<file path="src/rtl/host_spi_cmd_seq_if.sv">
// host_spi_cmd_seq_if
// Bundles the command, response and host_spi-facing signals of the command
// sequencer.
//   slave  : the sequencer itself (takes commands, returns responses,
//            drives the host_spi start/frame).
//   master : everything around it (the host issuing commands and the
//            host_spi engine reporting completion and read data).
//
// Handshake rule (cmd_* and rsp_*): a transfer happens on a rising clk edge
// where valid and ready are both high. A source that raises valid keeps it
// and its payload stable until that edge. Ready may depend on nothing but
// the receiver's own state; it never waits for valid.
interface host_spi_cmd_seq_if #(
  parameter int DATA_W = 18,
  parameter int ADDR_W = 8
);
  // Command channel
  logic                     cmd_valid;
  logic                     cmd_ready;
  logic                     cmd_write;
  logic [ADDR_W-1:0]        cmd_addr;
  logic [DATA_W-1:0]        cmd_wdata;
  // Read response channel
  logic                     rsp_valid;
  logic                     rsp_ready;
  logic [ADDR_W-1:0]        rsp_addr;
  logic [DATA_W-1:0]        rsp_rdata;
  logic                     rsp_err;
  // host_spi side
  logic                     spi_start;
  logic [DATA_W+ADDR_W+2:0] spi_tx_data;
  logic                     spi_complete;
  logic [DATA_W-1:0]        spi_rx_data;
  logic                     spi_rx_valid;

  modport slave (
    input  cmd_valid, cmd_write, cmd_addr, cmd_wdata, rsp_ready,
           spi_complete, spi_rx_data, spi_rx_valid,
    output cmd_ready, rsp_valid, rsp_addr, rsp_rdata, rsp_err,
           spi_start, spi_tx_data
  );

  modport master (
    output cmd_valid, cmd_write, cmd_addr, cmd_wdata, rsp_ready,
           spi_complete, spi_rx_data, spi_rx_valid,
    input  cmd_ready, rsp_valid, rsp_addr, rsp_rdata, rsp_err,
           spi_start, spi_tx_data
  );
endinterface

</file>
<file path="src/rtl/host_spi_cmd_seq.sv">
// host_spi_cmd_seq
// Host-side register command sequencer in front of host_spi. Commands are
// queued in a small FIFO, each one is turned into a host_spi frame
// {op[1:0], addr, 1'b0, data}, launched with a one-cycle start pulse, and
// waited on under a watchdog. Reads return data (or an error on timeout)
// on the response channel. A fixed idle gap separates consecutive frames.
//
// Ports:
//   clk, rst     : single clock, asynchronous active-high reset
//   bus (slave)  : command / response / host_spi signals, see the interface
//   busy         : state not IDLE or commands still queued
//   err_timeout  : sticky, set by any watchdog expiry, cleared by rst only
//   fifo_level   : number of queued commands
//   dbg_state_o  : current FSM state encoding
module host_spi_cmd_seq #(
  parameter int DATA_W      = 18,
  parameter int ADDR_W      = 8,
  parameter int DEPTH       = 4,
  parameter int TIMEOUT_CYC = 1024,
  parameter int GAP_CYC     = 2
) (
  input  logic                   clk,
  input  logic                   rst,
  host_spi_cmd_seq_if.slave      bus,
  output logic                   busy,
  output logic                   err_timeout,
  output logic [$clog2(DEPTH):0] fifo_level,
  output logic [2:0]             dbg_state_o
);

  localparam int PW = $clog2(DEPTH);
  localparam int CW = PW + 1;
  localparam int FW = DATA_W + ADDR_W + 3;
  localparam int EW = DATA_W + ADDR_W + 1;   // FIFO entry {write, addr, wdata}
  localparam int TW = $clog2(TIMEOUT_CYC + 1);
  localparam int GW = $clog2(GAP_CYC + 1);

  typedef enum logic [2:0] {
    S_IDLE    = 3'd0,
    S_LAUNCH  = 3'd1,
    S_WAIT_WR = 3'd2,
    S_WAIT_RD = 3'd3,
    S_RESP    = 3'd4,
    S_GAP     = 3'd5
  } state_t;

  // ---------------------------------------------------------------- FIFO
  logic [EW-1:0] mem_q [DEPTH];
  logic [PW-1:0] wr_ptr_q, wr_ptr_d;
  logic [PW-1:0] rd_ptr_q, rd_ptr_d;
  logic [CW-1:0] count_q, count_d;

  logic              push;
  logic              pop;
  logic [EW-1:0]     head;
  logic              head_write;
  logic [ADDR_W-1:0] head_addr;
  logic [DATA_W-1:0] head_wdata;

  // ------------------------------------------------------------ sequencer
  state_t            state_q, state_d;
  logic [FW-1:0]     tx_q, tx_d;
  logic              start_q, start_d;
  logic              rsp_valid_q, rsp_valid_d;
  logic [ADDR_W-1:0] rsp_addr_q, rsp_addr_d;
  logic [DATA_W-1:0] rsp_rdata_q, rsp_rdata_d;
  logic              rsp_err_q, rsp_err_d;
  logic              err_to_q, err_to_d;
  logic [TW-1:0]     wd_q, wd_d;
  logic [GW-1:0]     gap_q, gap_d;
  logic              cur_write_q, cur_write_d;
  logic [ADDR_W-1:0] cur_addr_q, cur_addr_d;
  logic              wd_expired;

  assign bus.cmd_ready = (count_q != CW'(DEPTH));
  assign push          = bus.cmd_valid && bus.cmd_ready;
  // The FIFO is drained only by the IDLE -> LAUNCH step; no bypass path.
  assign pop           = (state_q == S_IDLE) && (count_q != '0);

  assign head       = mem_q[rd_ptr_q];
  assign head_write = head[EW-1];
  assign head_addr  = head[EW-2 -: ADDR_W];
  assign head_wdata = head[DATA_W-1:0];

  // Last wait cycle before giving up on host_spi.
  assign wd_expired = (wd_q == TW'(TIMEOUT_CYC - 1));

  // Storage has no reset: the pointers/count define which entries are live.
  always_ff @(posedge clk) begin
    if (push) mem_q[wr_ptr_q] <= {bus.cmd_write, bus.cmd_addr, bus.cmd_wdata};
  end

  always_comb begin
    wr_ptr_d = push ? wr_ptr_q + 1'b1 : wr_ptr_q;
    rd_ptr_d = pop  ? rd_ptr_q + 1'b1 : rd_ptr_q;
    count_d  = count_q;
    case ({push, pop})
      2'b10:   count_d = count_q + 1'b1;
      2'b01:   count_d = count_q - 1'b1;
      default: count_d = count_q;
    endcase
  end

  always_comb begin
    state_d     = state_q;
    tx_d        = tx_q;
    start_d     = 1'b0;
    rsp_valid_d = rsp_valid_q;
    rsp_addr_d  = rsp_addr_q;
    rsp_rdata_d = rsp_rdata_q;
    rsp_err_d   = rsp_err_q;
    err_to_d    = err_to_q;
    wd_d        = wd_q;
    gap_d       = gap_q;
    cur_write_d = cur_write_q;
    cur_addr_d  = cur_addr_q;

    case (state_q)
      S_IDLE: begin
        if (pop) begin
          state_d     = S_LAUNCH;
          start_d     = 1'b1;   // registered, so high exactly in LAUNCH
          cur_write_d = head_write;
          cur_addr_d  = head_addr;
          tx_d        = {head_write ? 2'b10 : 2'b01, head_addr, 1'b0,
                         head_write ? head_wdata : {DATA_W{1'b0}}};
        end
      end
      S_LAUNCH: begin
        wd_d    = '0;
        gap_d   = '0;
        state_d = cur_write_q ? S_WAIT_WR : S_WAIT_RD;
      end
      S_WAIT_WR: begin
        // Completion is tested first so it wins over a coincident expiry.
        if (bus.spi_complete) begin
          state_d = S_GAP;
        end else if (wd_expired) begin
          err_to_d = 1'b1;
          state_d  = S_GAP;
        end else begin
          wd_d = wd_q + 1'b1;
        end
      end
      S_WAIT_RD: begin
        if (bus.spi_rx_valid) begin
          rsp_valid_d = 1'b1;
          rsp_addr_d  = cur_addr_q;
          rsp_rdata_d = bus.spi_rx_data;
          rsp_err_d   = 1'b0;
          state_d     = S_RESP;
        end else if (wd_expired) begin
          err_to_d    = 1'b1;
          rsp_valid_d = 1'b1;
          rsp_addr_d  = cur_addr_q;
          rsp_rdata_d = '0;
          rsp_err_d   = 1'b1;
          state_d     = S_RESP;
        end else begin
          wd_d = wd_q + 1'b1;
        end
      end
      S_RESP: begin
        if (bus.rsp_ready) begin
          rsp_valid_d = 1'b0;
          state_d     = S_GAP;
        end
      end
      S_GAP: begin
        if (gap_q == GW'(GAP_CYC - 1)) begin
          state_d = S_IDLE;
        end else begin
          gap_d = gap_q + 1'b1;
        end
      end
      default: state_d = S_IDLE;
    endcase
  end

  always_ff @(posedge clk or posedge rst) begin
    if (rst) begin
      wr_ptr_q    <= '0;
      rd_ptr_q    <= '0;
      count_q     <= '0;
      state_q     <= S_IDLE;
      tx_q        <= '0;
      start_q     <= 1'b0;
      rsp_valid_q <= 1'b0;
      rsp_addr_q  <= '0;
      rsp_rdata_q <= '0;
      rsp_err_q   <= 1'b0;
      err_to_q    <= 1'b0;
      wd_q        <= '0;
      gap_q       <= '0;
      cur_write_q <= 1'b0;
      cur_addr_q  <= '0;
    end else begin
      wr_ptr_q    <= wr_ptr_d;
      rd_ptr_q    <= rd_ptr_d;
      count_q     <= count_d;
      state_q     <= state_d;
      tx_q        <= tx_d;
      start_q     <= start_d;
      rsp_valid_q <= rsp_valid_d;
      rsp_addr_q  <= rsp_addr_d;
      rsp_rdata_q <= rsp_rdata_d;
      rsp_err_q   <= rsp_err_d;
      err_to_q    <= err_to_d;
      wd_q        <= wd_d;
      gap_q       <= gap_d;
      cur_write_q <= cur_write_d;
      cur_addr_q  <= cur_addr_d;
    end
  end

  assign bus.spi_start   = start_q;
  assign bus.spi_tx_data = tx_q;
  assign bus.rsp_valid   = rsp_valid_q;
  assign bus.rsp_addr    = rsp_addr_q;
  assign bus.rsp_rdata   = rsp_rdata_q;
  assign bus.rsp_err     = rsp_err_q;
  assign busy            = (state_q != S_IDLE) || (count_q != '0);
  assign err_timeout     = err_to_q;
  assign fifo_level      = count_q;
  assign dbg_state_o     = state_q;

endmodule

</file>
<file path="src/flat_wrapper.sv">
// flat-port wrapper written by rule: the top's interface ports become plain ports
module host_spi_cmd_seq_flat 
#(
  parameter int DATA_W      = 18,
  parameter int ADDR_W      = 8,
  parameter int DEPTH       = 4,
  parameter int TIMEOUT_CYC = 1024,
  parameter int GAP_CYC     = 2
)
  (clk, rst, busy, err_timeout, fifo_level, dbg_state_o, bus_cmd_valid, bus_cmd_write, bus_cmd_addr, bus_cmd_wdata, bus_rsp_ready, bus_spi_complete, bus_spi_rx_data, bus_spi_rx_valid, bus_cmd_ready, bus_rsp_valid, bus_rsp_addr, bus_rsp_rdata, bus_rsp_err, bus_spi_start, bus_spi_tx_data);
  host_spi_cmd_seq_if #(.DATA_W(DATA_W), .ADDR_W(ADDR_W)) bus_i ();
  input  logic clk;
  input  logic rst;
  output logic busy;
  output logic err_timeout;
  output logic [$clog2(DEPTH):0] fifo_level;
  output logic [2:0] dbg_state_o;
  input wire logic [$bits(bus_i.cmd_valid)-1:0] bus_cmd_valid;
  input wire logic [$bits(bus_i.cmd_write)-1:0] bus_cmd_write;
  input wire logic [$bits(bus_i.cmd_addr)-1:0] bus_cmd_addr;
  input wire logic [$bits(bus_i.cmd_wdata)-1:0] bus_cmd_wdata;
  input wire logic [$bits(bus_i.rsp_ready)-1:0] bus_rsp_ready;
  input wire logic [$bits(bus_i.spi_complete)-1:0] bus_spi_complete;
  input wire logic [$bits(bus_i.spi_rx_data)-1:0] bus_spi_rx_data;
  input wire logic [$bits(bus_i.spi_rx_valid)-1:0] bus_spi_rx_valid;
  output wire logic [$bits(bus_i.cmd_ready)-1:0] bus_cmd_ready;
  output wire logic [$bits(bus_i.rsp_valid)-1:0] bus_rsp_valid;
  output wire logic [$bits(bus_i.rsp_addr)-1:0] bus_rsp_addr;
  output wire logic [$bits(bus_i.rsp_rdata)-1:0] bus_rsp_rdata;
  output wire logic [$bits(bus_i.rsp_err)-1:0] bus_rsp_err;
  output wire logic [$bits(bus_i.spi_start)-1:0] bus_spi_start;
  output wire logic [$bits(bus_i.spi_tx_data)-1:0] bus_spi_tx_data;
  assign bus_i.cmd_valid = bus_cmd_valid;
  assign bus_i.cmd_write = bus_cmd_write;
  assign bus_i.cmd_addr = bus_cmd_addr;
  assign bus_i.cmd_wdata = bus_cmd_wdata;
  assign bus_i.rsp_ready = bus_rsp_ready;
  assign bus_i.spi_complete = bus_spi_complete;
  assign bus_i.spi_rx_data = bus_spi_rx_data;
  assign bus_i.spi_rx_valid = bus_spi_rx_valid;
  assign bus_cmd_ready = bus_i.cmd_ready;
  assign bus_rsp_valid = bus_i.rsp_valid;
  assign bus_rsp_addr = bus_i.rsp_addr;
  assign bus_rsp_rdata = bus_i.rsp_rdata;
  assign bus_rsp_err = bus_i.rsp_err;
  assign bus_spi_start = bus_i.spi_start;
  assign bus_spi_tx_data = bus_i.spi_tx_data;
  host_spi_cmd_seq #(.DATA_W(DATA_W), .ADDR_W(ADDR_W), .DEPTH(DEPTH), .TIMEOUT_CYC(TIMEOUT_CYC), .GAP_CYC(GAP_CYC)) u_core (.clk(clk), .rst(rst), .bus(bus_i), .busy(busy), .err_timeout(err_timeout), .fifo_level(fifo_level), .dbg_state_o(dbg_state_o));
endmodule
</file>
<file path="config.mk">
export PLATFORM = sky130hd
export DESIGN_NAME = host_spi_cmd_seq_flat
export DESIGN_NICKNAME = d
export VERILOG_FILES = /design/src/rtl/host_spi_cmd_seq_if.sv /design/src/rtl/host_spi_cmd_seq.sv /design/src/flat_wrapper.sv
export SDC_FILE = /design/constraint.sdc
export NUM_CORES = 1
export LEC_CHECK = 0
export BUFFER_PORTS_ARGS = -buffer_cell sky130_fd_sc_hd__buf_2
export CAP_MARGIN = 0
export CORE_ASPECT_RATIO = 0.8
export CORE_MARGIN = 5
export CORE_UTILIZATION = 30
export DETAILED_ROUTE_END_ITERATION = 7
export GPL_TIMING_DRIVEN = 0
export SYNTH_ARGS = -nofsm -noshare
export SYNTH_HDL_FRONTEND = slang
export SYNTH_SLANG_ARGS = --single-unit
</file>
<file path="constraint.sdc">
create_clock -name clk -period 2.9 [get_ports clk]
set_clock_uncertainty 0.2 [all_clocks]
set_input_delay 0.58 -clock clk [delete_from_list [all_inputs] [get_ports clk]]
set_output_delay 0.58 -clock clk [all_outputs]
set_load 0.05 [all_outputs]
</file>
==> results.yml <==
cts:
  numCtsBuffers: 17
  cts_tree: "built"
  clock-sinks: 189
  cts.path.max_buffers: 2
  clk_latency_ps: 430
  postCtsSetupBuffers: 0
  htree_levels: 4
  root_buffer: "clkbuf_16"
  clkTransAtPathRegs_ps: 80
logic_synthesis:
  yosysWarnings: 0
  synth.area.top_cells: "edfxtp_1, dfrtp_1, mux4_2"
  syn_avg_cell_area_um2: 16.6
  synth-seq-area-share: 0.704
  yosys.area.top_type: "edfxtp_1"
  synth_seq_cells: 189
  synth_edf_count: 108
  yosysTopAreaCellShare: 0.433
  async_flop_share: 0.429
  syn-num-nets: 510
  synth_cell_types: 51
  netlist_instances: 451
  synthFlopType: "edfxtp_1"
  synth_area_um2: 7480
cells_and_area:
  drive_gt1_frac: 0.384
  syn_to_final_growth_pct: 21.8
  final_common_cell: "buf_2"
  final_util: 0.373
  fillers: 2323
  layout_common_cells: "buf_2, edfxtp_1, dfrtp_1"
  fin_cells: 919
  final_nets: 647
  diodes: 0
critical_path:
  critPathRequiredTime_ps: 3060
  worstPathArrival_ps: 2870
  ff2ff_path_depth: 11
  critPathKind: "reg2reg"
  critPathMaxFanout: 11
  crit_end: "u_core.fifo_level[2]"
  crit_start: "u_core.dbg_state_o[0]"
  r2r-start: "u_core.dbg_state_o[0]"
  worstReg2RegEnd: "u_core.fifo_level[2]"
  end_kind: "register"
  r2r_slack_ps: 180
  cp-start-kind: "register"
timing:
  hold_violations: 0
  rsz0062_at_grt: "no"
  min_period_ps: 2720
  setup_viol: 0
  tightest_slew_ps: 805
  slew_headroom: 0.463
  finalMaxSlewViolations: 0
  achievable-frequency_mhz: 368
  fin_crit_sh: 0.936
grt:
  grt_pass1_wl_um: 26500
  grt_max_degree: 46
  grt_pass1_vias: 4656
  antenna_found_initial: 3
  grt_overflow: 0
  grt_usage: 0.122
run_status:
  status: "completed"
drt:
  vias_per_cell: 4.69
  antenna_left: 0
  wl_per_cell_um: 18.2
  first_iter_violations: 287
  vias: 4309
  first_pass_iters: 4
  drc_errors: 0
  wl_um: 16800
floorplan:
  io_pins: 118
  die_w_um: 187
  start_util: 0.306
  placementRows: 51
  die_y_um: 151
  core_um2: 24400
  die_area_um2: 28200
power_and_ir_drop:
  finalPower_mw: 10.7
  power_leakage_nw: 3.73
  ir_drop_mv: 0.747
  power_density_nw_per_um2: 1170
placement:
  io_buffer_count: 116
  dp.cells: 886
  gp_congestion: 0.781
  dp.final_hpwl_um: 11100
run:
  maxCapViolations: 0
min_path:
  worstHoldPathType: "in2reg"
metrics by stage:
| stage | TNS (ps) | area [µm²] | hold slack, ps | setup slack (ps) |
|---|---|---|---|---|
| after floorplan | 0 | 7490 | 247 | 39.9 |
| after detailed placement | -17.4 | 8500 | 263 | -17.4 |
| final | 0 | 9110 | 159 | 185 |
| after CTS | 0 | 9110 | 130 | 106 |
| after global placement | -94770 | 8470 | 259 | -1170 |
| after global routing | 0 | 9110 | 131 | 6.23 |
area by class of cell:
class | instances | area (µm²) | share of cell area
well taps | 318 | 398 | 0.0437
clock inverters | 15 | 171 | 0.0188
repair buffers | 118 | 618 | 0.0678
plain buffers | 24 | 143 | 0.0157
clock buffers | 17 | 425 | 0.0467
inverters | 29 | 111 | 0.0122
flip-flops and latches | 189 | 5270 | 0.578
multi-input cells | 209 | 1980 | 0.217
timing repair:
action	4_1_cts	5_1_grt
setup endpoints to repair	1	1
hold buffers	1	0
resized for setup	1	1
hold endpoints to repair	30	0
pin swaps	0	0
layer usage:
layer / global-route usage / part of all wire
met1: 0.155 / 0.44
met2: 0.202 / 0.49
met3: 0.0429 / 0.066
met4: 0.0328 / 0.0097
met5: 0 / 0.0017
worst min-delay path by stage:
stage / start / end / slack, ps / depth (start not counted)
2_1_floorplan: u_core.gap_q[0] / u_core.gap_q[0] / 250 / 1
3_3_place_gp: u_core.bus.spi_tx_data[6] / u_core.bus.spi_tx_data[6] / 260 / 2
3_5_place_dp: u_core.bus.spi_tx_data[4] / u_core.bus.spi_tx_data[4] / 260 / 2
4_1_cts: bus_cmd_wdata[1] / u_core.mem_q[0][1] / 130 / 1
5_1_grt: bus_cmd_wdata[10] / u_core.mem_q[3][10] / 130 / 1
6_report: bus_cmd_wdata[10] / u_core.mem_q[0][10] / 160 / 1
cell families (layout without fill, tap and decap cells):
kind of cell	Yosys count	in the layout	share of synthesized area
AO/OA/AOI/OAI	67	67	0.0671
XOR/XNOR	6	6	0.00702
adder cells (fa/ha/maj)	8	8	0.0144
buffers and inverters	53	203	0.0328
flip-flops	189	189	0.704
multiplexers	52	52	0.119
other	1	1	0.000501
AND/OR/NAND/NOR	75	75	0.0554
flip-flops by register name (all words and copies together) (netlist names), 3 cells and up:
| signal | count |
|---|---|
| u_core.fifo_level | 3 |
| u_core.wd_q | 11 |
| u_core.bus.spi_tx_data | 21 |
| u_core.bus.rsp_rdata | 18 |
| u_core.mem_q | 108 |
| u_core.bus.rsp_addr | 8 |
| u_core.cur_addr_q | 7 |
| u_core.dbg_state_o | 3 |
synthesized netlist by cell type (all sizes together), types with 4 or more instances:
cell type  count
mux4          26
inv           29
o31ai         24
clkbuf         4
and3           7
mux2          20
ha             7
nor3           5
nand2         33
or4            4
mux2i          6
nor2           4
edfxtp       108
dfrtp         81
xnor2          4
a22o          19
a21oi          8
buf           20
nand3          6
o21ai          8
worst max-delay path: stages, from the launching register on:
cell	delay (ps)
dfrtp_1	390
buf_6	150
nor3_1	240
nand2b_1	240
inv_1	160
buf_6	190
ha_1	200
inv_1	60
fa_1	370
xor2_1	150
nor2_1	120
xor2_1	170
report_power, final:
part	leakage, nW	switching (mW)	internal [mW]
combinational	1.43	2.92	1.38
clock	0.289	1.13	1.23
sequential	2.01	0.381	3.64
Power figures use the tool's default switching activity.
